`config.mk`:
```
export PLATFORM = sky130hd
export DESIGN_NAME = mul_div_unit
export DESIGN_NICKNAME = d
export VERILOG_FILES = /design/src/rtl/muldiv_pkg.sv /design/src/rtl/div_core.sv /design/src/rtl/mul_div_unit.sv
export SDC_FILE = /design/constraint.sdc
export NUM_CORES = 1
export LEC_CHECK = 0
export CORE_ASPECT_RATIO = 2
export CORE_MARGIN = 5
export CORE_UTILIZATION = 59
export CTS_BUF_LIST = sky130_fd_sc_hd__clkbuf_8
export CTS_CLUSTER_SIZE = 16
export DETAILED_ROUTE_END_ITERATION = 7
export PLACE_DENSITY = 0.8
export SYNTH_ARGS = -nofsm -noshare
export SYNTH_HDL_FRONTEND = slang
export SYNTH_SLANG_ARGS = --single-unit
```
`constraint.sdc`:
```
create_clock -name Clock -period 4.04 [get_ports Clock]
set_input_delay 0.404 -clock Clock [delete_from_list [all_inputs] [get_ports Clock]]
set_output_delay 0.404 -clock Clock [all_outputs]
set_load 0.05 [all_outputs]
```
`src/rtl/muldiv_pkg.sv`:
```
// Shared types and constants for the iterative multiply/divide unit.
// Optional divider hardware is enabled by defining MULDIV_DIV_EN.
package muldiv_pkg;

    localparam int N     = 16;
    localparam int M     = 3;
    localparam int CNT_W = $clog2(N);

    localparam logic [CNT_W-1:0] CNT_LAST = CNT_W'(N - 1);

    typedef enum logic [1:0] {
        IDLE  = 2'b00,
        RUN   = 2'b01,
        WRITE = 2'b10
    } state_e;

    localparam logic [1:0] OP_MULL = 2'b00;
    localparam logic [1:0] OP_MULH = 2'b01;
    localparam logic [1:0] OP_DIV  = 2'b10;
    localparam logic [1:0] OP_REM  = 2'b11;

    localparam logic [N-1:0] DIV0_QUOTIENT = '1;

endpackage

```
`src/rtl/div_core.sv`:
```
// Restoring unsigned divider datapath: one quotient bit per step, MSB first.
// Present only when MULDIV_DIV_EN is defined.
module div_core
    import muldiv_pkg::*;
(
    input  logic         clk,
    input  logic         rst_n,
    input  logic         load,
    input  logic         step,
    input  logic [N-1:0] dividend,
    input  logic [N-1:0] divisor,
    output logic [N-1:0] quo_nxt,
    output logic [N-1:0] rem_nxt
);

    logic [N-1:0] rem_q, rem_d;
    logic [N-1:0] quo_q, quo_d;
    logic [N-1:0] dvsr_q, dvsr_d;
    logic [N:0]   part_rem;
    logic [N:0]   trial;

    // Trial subtraction of the divisor from the widened partial remainder
    always_comb begin
        part_rem = {rem_q, quo_q[N-1]};
        trial    = part_rem - {1'b0, dvsr_q};
        quo_nxt  = {quo_q[N-2:0], ~trial[N]};
        rem_nxt  = trial[N] ? part_rem[N-1:0] : trial[N-1:0];
    end

    // Next-state: load operands, take one step, or hold
    always_comb begin
        rem_d  = rem_q;
        quo_d  = quo_q;
        dvsr_d = dvsr_q;
        if (load) begin
            rem_d  = '0;
            quo_d  = dividend;
            dvsr_d = divisor;
        end else if (step) begin
            rem_d = rem_nxt;
            quo_d = quo_nxt;
        end
    end

    // Divider state registers
    always_ff @(posedge clk) begin
        if (!rst_n) begin
            rem_q  <= '0;
            quo_q  <= '0;
            dvsr_q <= '0;
        end else begin
            rem_q  <= rem_d;
            quo_q  <= quo_d;
            dvsr_q <= dvsr_d;
        end
    end

endmodule

```
`src/rtl/mul_div_unit.sv`:
```
// Iterative unsigned MUL/DIV unit writing back to the register file.
// Define MULDIV_DIV_EN to include the divider; otherwise ops 10/11 are no-ops.
module mul_div_unit
    import muldiv_pkg::*;
(
    input  logic         Clock,
    input  logic         Reset,
    input  logic         Start,
    input  logic [1:0]   Op,
    input  logic [N-1:0] Operand_a,
    input  logic [N-1:0] Operand_b,
    input  logic [M-1:0] Dest_ad,
    output logic         Busy,
    output logic         Done,
    output logic         Div_by_zero,
    output logic         Reg_Write,
    output logic [M-1:0] Reg_write_ad,
    output logic [N-1:0] Reg_write_data
);

    state_e           state_q, state_d;
    logic [1:0]       op_q, op_d;
    logic [M-1:0]     dest_q, dest_d;
    logic [CNT_W-1:0] cnt_q, cnt_d;
    logic [N-1:0]     mplier_q, mplier_d;
    logic [2*N-1:0]   mcand_q, mcand_d;
    logic [2*N-1:0]   acc_q, acc_d;
    logic             busy_q, busy_d;
    logic             done_q, done_d;
    logic             dz_q, dz_d;
    logic             wr_q, wr_d;
    logic [M-1:0]     wad_q, wad_d;
    logic [N-1:0]     wdata_q, wdata_d;
    logic [2*N-1:0]   acc_step;
    logic [N-1:0]     result;
    logic             accept;

    assign accept = (state_q == IDLE) && Start;

`ifdef MULDIV_DIV_EN
    logic [N-1:0] quo_nxt;
    logic [N-1:0] rem_nxt;

    div_core u_div (
        .clk      (Clock),
        .rst_n    (Reset),
        .load     (accept),
        .step     (state_q == RUN),
        .dividend (Operand_a),
        .divisor  (Operand_b),
        .quo_nxt  (quo_nxt),
        .rem_nxt  (rem_nxt)
    );
`endif

    // Shift-add multiply step and result select for the final iteration
    always_comb begin
        acc_step = acc_q + (mplier_q[0] ? mcand_q : '0);
        result   = (op_q == OP_MULH) ? acc_step[2*N-1:N]
                                     : acc_step[N-1:0];
`ifdef MULDIV_DIV_EN
        if (op_q == OP_DIV) begin
            result = quo_nxt;
        end else if (op_q == OP_REM) begin
            result = rem_nxt;
        end
`endif
    end

    // Control FSM, operand capture and write-port next state
    always_comb begin
        state_d  = state_q;
        op_d     = op_q;
        dest_d   = dest_q;
        cnt_d    = cnt_q;
        mplier_d = mplier_q;
        mcand_d  = mcand_q;
        acc_d    = acc_q;
        busy_d   = busy_q;
        done_d   = 1'b0;
        dz_d     = 1'b0;
        wr_d     = 1'b0;
        wad_d    = wad_q;
        wdata_d  = wdata_q;
        unique case (state_q)
            IDLE: begin
                if (Start) begin
                    op_d     = Op;
                    dest_d   = Dest_ad;
                    cnt_d    = '0;
                    mplier_d = Operand_b;
                    mcand_d  = {{N{1'b0}}, Operand_a};
                    acc_d    = '0;
                    busy_d   = 1'b1;
                    state_d  = RUN;
                    if (Op[1]) begin
`ifdef MULDIV_DIV_EN
                        if (Operand_b == '0) begin
                            state_d = WRITE;
                            done_d  = 1'b1;
                            wr_d    = 1'b1;
                            dz_d    = 1'b1;
                            wad_d   = Dest_ad;
                            wdata_d = (Op == OP_DIV) ? DIV0_QUOTIENT
                                                     : Operand_a;
                        end
`else
                        state_d = WRITE;
                        done_d  = 1'b1;
`endif
                    end
                end
            end
            RUN: begin
                cnt_d    = cnt_q + 1'b1;
                acc_d    = acc_step;
                mcand_d  = mcand_q << 1;
                mplier_d = mplier_q >> 1;
                if (cnt_q == CNT_LAST) begin
                    state_d = WRITE;
                    done_d  = 1'b1;
                    wr_d    = 1'b1;
                    wad_d   = dest_q;
                    wdata_d = result;
                end
            end
            WRITE: begin
                state_d = IDLE;
                busy_d  = 1'b0;
            end
            default: begin
                state_d = IDLE;
                busy_d  = 1'b0;
            end
        endcase
    end

    // State and registered outputs; synchronous active-low reset
    always_ff @(posedge Clock) begin
        if (!Reset) begin
            state_q  <= IDLE;
            op_q     <= '0;
            dest_q   <= '0;
            cnt_q    <= '0;
            mplier_q <= '0;
            mcand_q  <= '0;
            acc_q    <= '0;
            busy_q   <= 1'b0;
            done_q   <= 1'b0;
            dz_q     <= 1'b0;
            wr_q     <= 1'b0;
            wad_q    <= '0;
            wdata_q  <= '0;
        end else begin
            state_q  <= state_d;
            op_q     <= op_d;
            dest_q   <= dest_d;
            cnt_q    <= cnt_d;
            mplier_q <= mplier_d;
            mcand_q  <= mcand_d;
            acc_q    <= acc_d;
            busy_q   <= busy_d;
            done_q   <= done_d;
            dz_q     <= dz_d;
            wr_q     <= wr_d;
            wad_q    <= wad_d;
            wdata_q  <= wdata_d;
        end
    end

    assign Busy           = busy_q;
    assign Done           = done_q;
    assign Div_by_zero    = dz_q;
    assign Reg_Write      = wr_q;
    assign Reg_write_ad   = wad_q;
    assign Reg_write_data = wdata_q;

endmodule

```
==> results.py <==
metrics = {
    "detailed_routing": {
        "antenna_left": 0,
        "wl_met2_mm": 9.169,
        "first_iter_violations": 364,
        "wl_met3_um": 853,
        "post-route-drc-count": 0,
        "wl_met1_mm": 6.747,
        "drt-pass1-iter-count": 7,
        "vias": 5886,
        "top_layer": "met4",
        "wl_per_cell_um": 19.08,
        "routed_wl_mm": 17.92,
        "via_per_inst": 6.268,
    },
    "place": {
        "post-dp-hpwl_mm": 13.38,
        "place_congestion": 0.9822,
        "io_buffers": 61,
    },
    "synth": {
        "ys_seq_area_frac": 0.3707,
        "async_reset_ff_frac": 0,
        "synth_edf_count": 0,
        "yosysUniqueCellTypes": 60,
        "synthXorXnorAreaFrac": 0.04449,
        "synth_seq_cells": 113,
        "ys_warn_count": 0,
        "syn_nets": 825,
        "synth-compound-area-share": 0.2545,
        "synth_top_family_by_area": "compound AO/OA/AOI/OAI gates",
        "synth-main-ff-cell": "dfxtp_1",
        "netlist_instances": 752,
        "synth-simple-area-share": 0.2096,
        "netlist_area_um2": 6102,
        "yosys-mux-area-fraction": 0.01312,
        "avgSynthCellArea_um2": 8.114,
        "synth-adder-area-share": 0.06889,
    },
    "power_and_ir_drop": {
        "peakVddDrop_mv": 0.2960,
        "p_leak_nw": 2.912,
        "powerDensity_nw_per_um2": 351.3,
        "total_power_mw": 2.526,
    },
    "sta": {
        "slew_viol_final": 0,
        "period_minus_slack_ns": 3.488,
        "tns_ns": 0,
        "hold_viol": 0,
        "finClkSkew_ns": 0.01089,
        "rsz0062_at_grt": "false",
        "setup_violations": 0,
        "slew_headroom": 0.3127,
        "tightest_slew_ns": 1.027,
        "fin_crit_sh": 0.8634,
        "max_freq_mhz": 286.7,
    },
    "hold_path": {
        "hold_class": "register to register",
    },
    "critical_path": {
        "startpoint": "mplier_q[0]$_SDFFE_PN0P_",
        "r2r_setup_slack_ns": 0.55,
        "critPathArrivalTime_ns": 3.81,
        "endpoint_kind": "register",
        "critPathSlowestCell": "dfxtp_1",
        "cp_max_fo": 22,
        "timing.rr.end": "Reg_write_data[15]$_SDFFE_PN0P_",
        "criticalPathCategory": "register to register",
        "r2r-start": "mplier_q[0]$_SDFFE_PN0P_",
        "critical_path.top_delay_family": "compound AO/OA/AOI/OAI gates",
        "endpoint": "Reg_write_data[15]$_SDFFE_PN0P_",
        "critPathLaunchType": "register",
        "path_depth": 10,
        "worstPathRequired_ns": 4.36,
        "ff2ff_path_depth": 10,
        "critical_path.cell_chain": "and2_1 > ha_1 > and3_2 > a221o_1 > a32o_2 > o21a_1 > a311o_2 > a31oi_4 > mux2i_1 > a31oi_1",
        "cp_num_buf_inv": 0,
        "critPathMaxStageDelay_ns": 0.68,
    },
    "run": {
        "maxCapViolations": 0,
    },
    "cells_and_area": {
        "final_nets": 864,
        "n_fill_cell": 855,
        "diodes": 0,
        "final_common_cell": "dfxtp_1",
        "layout-drive-gt1-share": 0.07090,
        "syn_to_final_growth_pct": 17.82,
        "most-common-layout-cells": "dfxtp_1, nand2_1, nor2_1",
    },
    "grt": {
        "grt_pass1_wl_mm": 28.66,
        "grt_max_degree": 72,
        "grt-ovfl-total": 0,
        "antenna_found_initial": 0,
        "track_usage": 0.2950,
        "grt_pass1_vias": 5856,
    },
    "run_status": {
        "status": "complete, no violations",
    },
    "floorplanning": {
        "num_rows": 52,
        "io_pins": 63,
        "core-area_um2": 10150,
        "die-area_um2": 12600,
        "die_w_um": 81.91,
        "initial_utilization": 0.6012,
        "die_h_um": 153.8,
    },
    "clocking": {
        "cts_max_level": 4,
        "cts_tree": "done",
        "cts-buffers-inserted": 17,
        "cts_resized": 0,
        "root_buffer": "clkbuf_8",
        "worst_skew_pair.late_latency_ns": 0.44,
        "cts_buffer_depth": 2,
        "hold_buffers": 0,
        "clkSlewWorstSetupHoldPaths_ns": 0.08,
        "clock-sinks": 113,
        "postCtsSetupRepairBufs": 0,
    },
}
## routing by layer
metal | vias up | GRT usage
met1 | 2827 | 0.3217
met3 | 65 | 0.05269
met4 | 0 | 0.1957
met2 | 190 | 0.5014
li1 | 2804 | -
met5 | - | 0
## worst min-delay path by stage
stage                     cells past startpoint                           end                   start
after detailed placement                      2        acc_q[24]$_SDFFE_PN0P_  acc_q[24]$_SDFFE_PN0P_
after global routing                          2  Reg_write_ad[1]$_SDFFE_PN0P_  dest_q[1]$_SDFFE_PN0P_
final                                         2  Reg_write_ad[1]$_SDFFE_PN0P_  dest_q[1]$_SDFFE_PN0P_
after CTS                                     2  Reg_write_ad[1]$_SDFFE_PN0P_  dest_q[1]$_SDFFE_PN0P_
after floorplan                               2  Reg_write_ad[0]$_SDFFE_PN0P_  dest_q[0]$_SDFFE_PN0P_
after global placement                        2  Reg_write_ad[2]$_SDFFE_PN0P_  dest_q[2]$_SDFFE_PN0P_
## tightest hold or removal path, delay by kind of cell (launching register included)
kind | cells | cell delay (ns)
flip-flops | 1 | 0.32
AND/OR/NAND/NOR | 1 | 0.05
AO/OA/AOI/OAI | 1 | 0.05
## state kept, by name (all words and copies together) (netlist names)
register        flops
mplier_q           16
Done                1
Busy                1
mcand_q            32
Reg_write_data     16
dest_q              3
Reg_Write           1
cnt_q               4
Reg_write_ad        3
state_q             2
op_q                2
acc_q              32
## layout make-up
class,instances,area [um^2],share of cell area
multi-input cells,578,3636,0.5057
inverters,9,33.78,0.004699
clock buffers,18,247.7,0.03446
flip-flops and latches,113,2262,0.3147
well taps,135,168.9,0.02349
repair buffers,72,693.2,0.09641
clock inverters,14,147.6,0.02054
## stage by stage
step / util / instance area (um^2) / cells / hold slack, ns / setup WS [ns]
after floorplan: - / 6102 / 752 / 0.4313 / 0.9625
after global placement: 0.6694 / 6794 / 907 / 0.4390 / 0.6246
after detailed placement: 0.6694 / 6794 / 907 / 0.4502 / 0.5888
after CTS: 0.7083 / 7189 / 939 / 0.4631 / 0.5729
after global routing: 0.7083 / 7189 / 939 / 0.4883 / 0.3827
final: 0.7083 / 7189 / 939 / 0.4573 / 0.5518
## cell families after synthesis
family,after synthesis
compound gates,216
xor+xnor,31
fa+ha+maj,33
buf+inv,61
flops,113
mux,8
other cells,1
simple gates,289
## synth_stat cells, types with 3 or more instances
master	number	area, um^2
a221oi_1	3	26.28
o21bai_1	3	22.52
a22o_1	7	61.31
dfxtp_1	113	2262
o211a_1	4	40.04
o21a_1	7	52.55
a22oi_1	36	270.3
o31ai_1	3	22.52
ha_1	32	400.4
mux2i_1	8	80.08
nor2_1	94	352.8
nor4_1	3	18.77
a211o_1	3	26.28
a311oi_1	32	280.3
and2_1	33	206.5
nor3_1	7	35.03
nand3_1	16	80.08
buf_1	6	22.52
a21o_1	9	67.56
xnor2_1	20	175.2
nor2b_1	5	31.28
nand2_1	109	409.1
and3_1	5	31.28
nand4_1	7	43.79
o211ai_1	6	45.04
clkbuf_1	45	168.9
a211oi_1	3	22.52
inv_1	8	30.03
xor2_1	11	96.34
nand2b_1	3	18.77
o21ai_0	29	145.1
a21oi_1	39	195.2
a31oi_1	12	75.07
## power breakdown
part	switching, mW	internal (mW)
registers	0.0330	1.15
logic	0.166	0.102
clock network	0.546	0.525
total	0.745	1.78
Note: power is estimated with default switching activity, not from simulation.
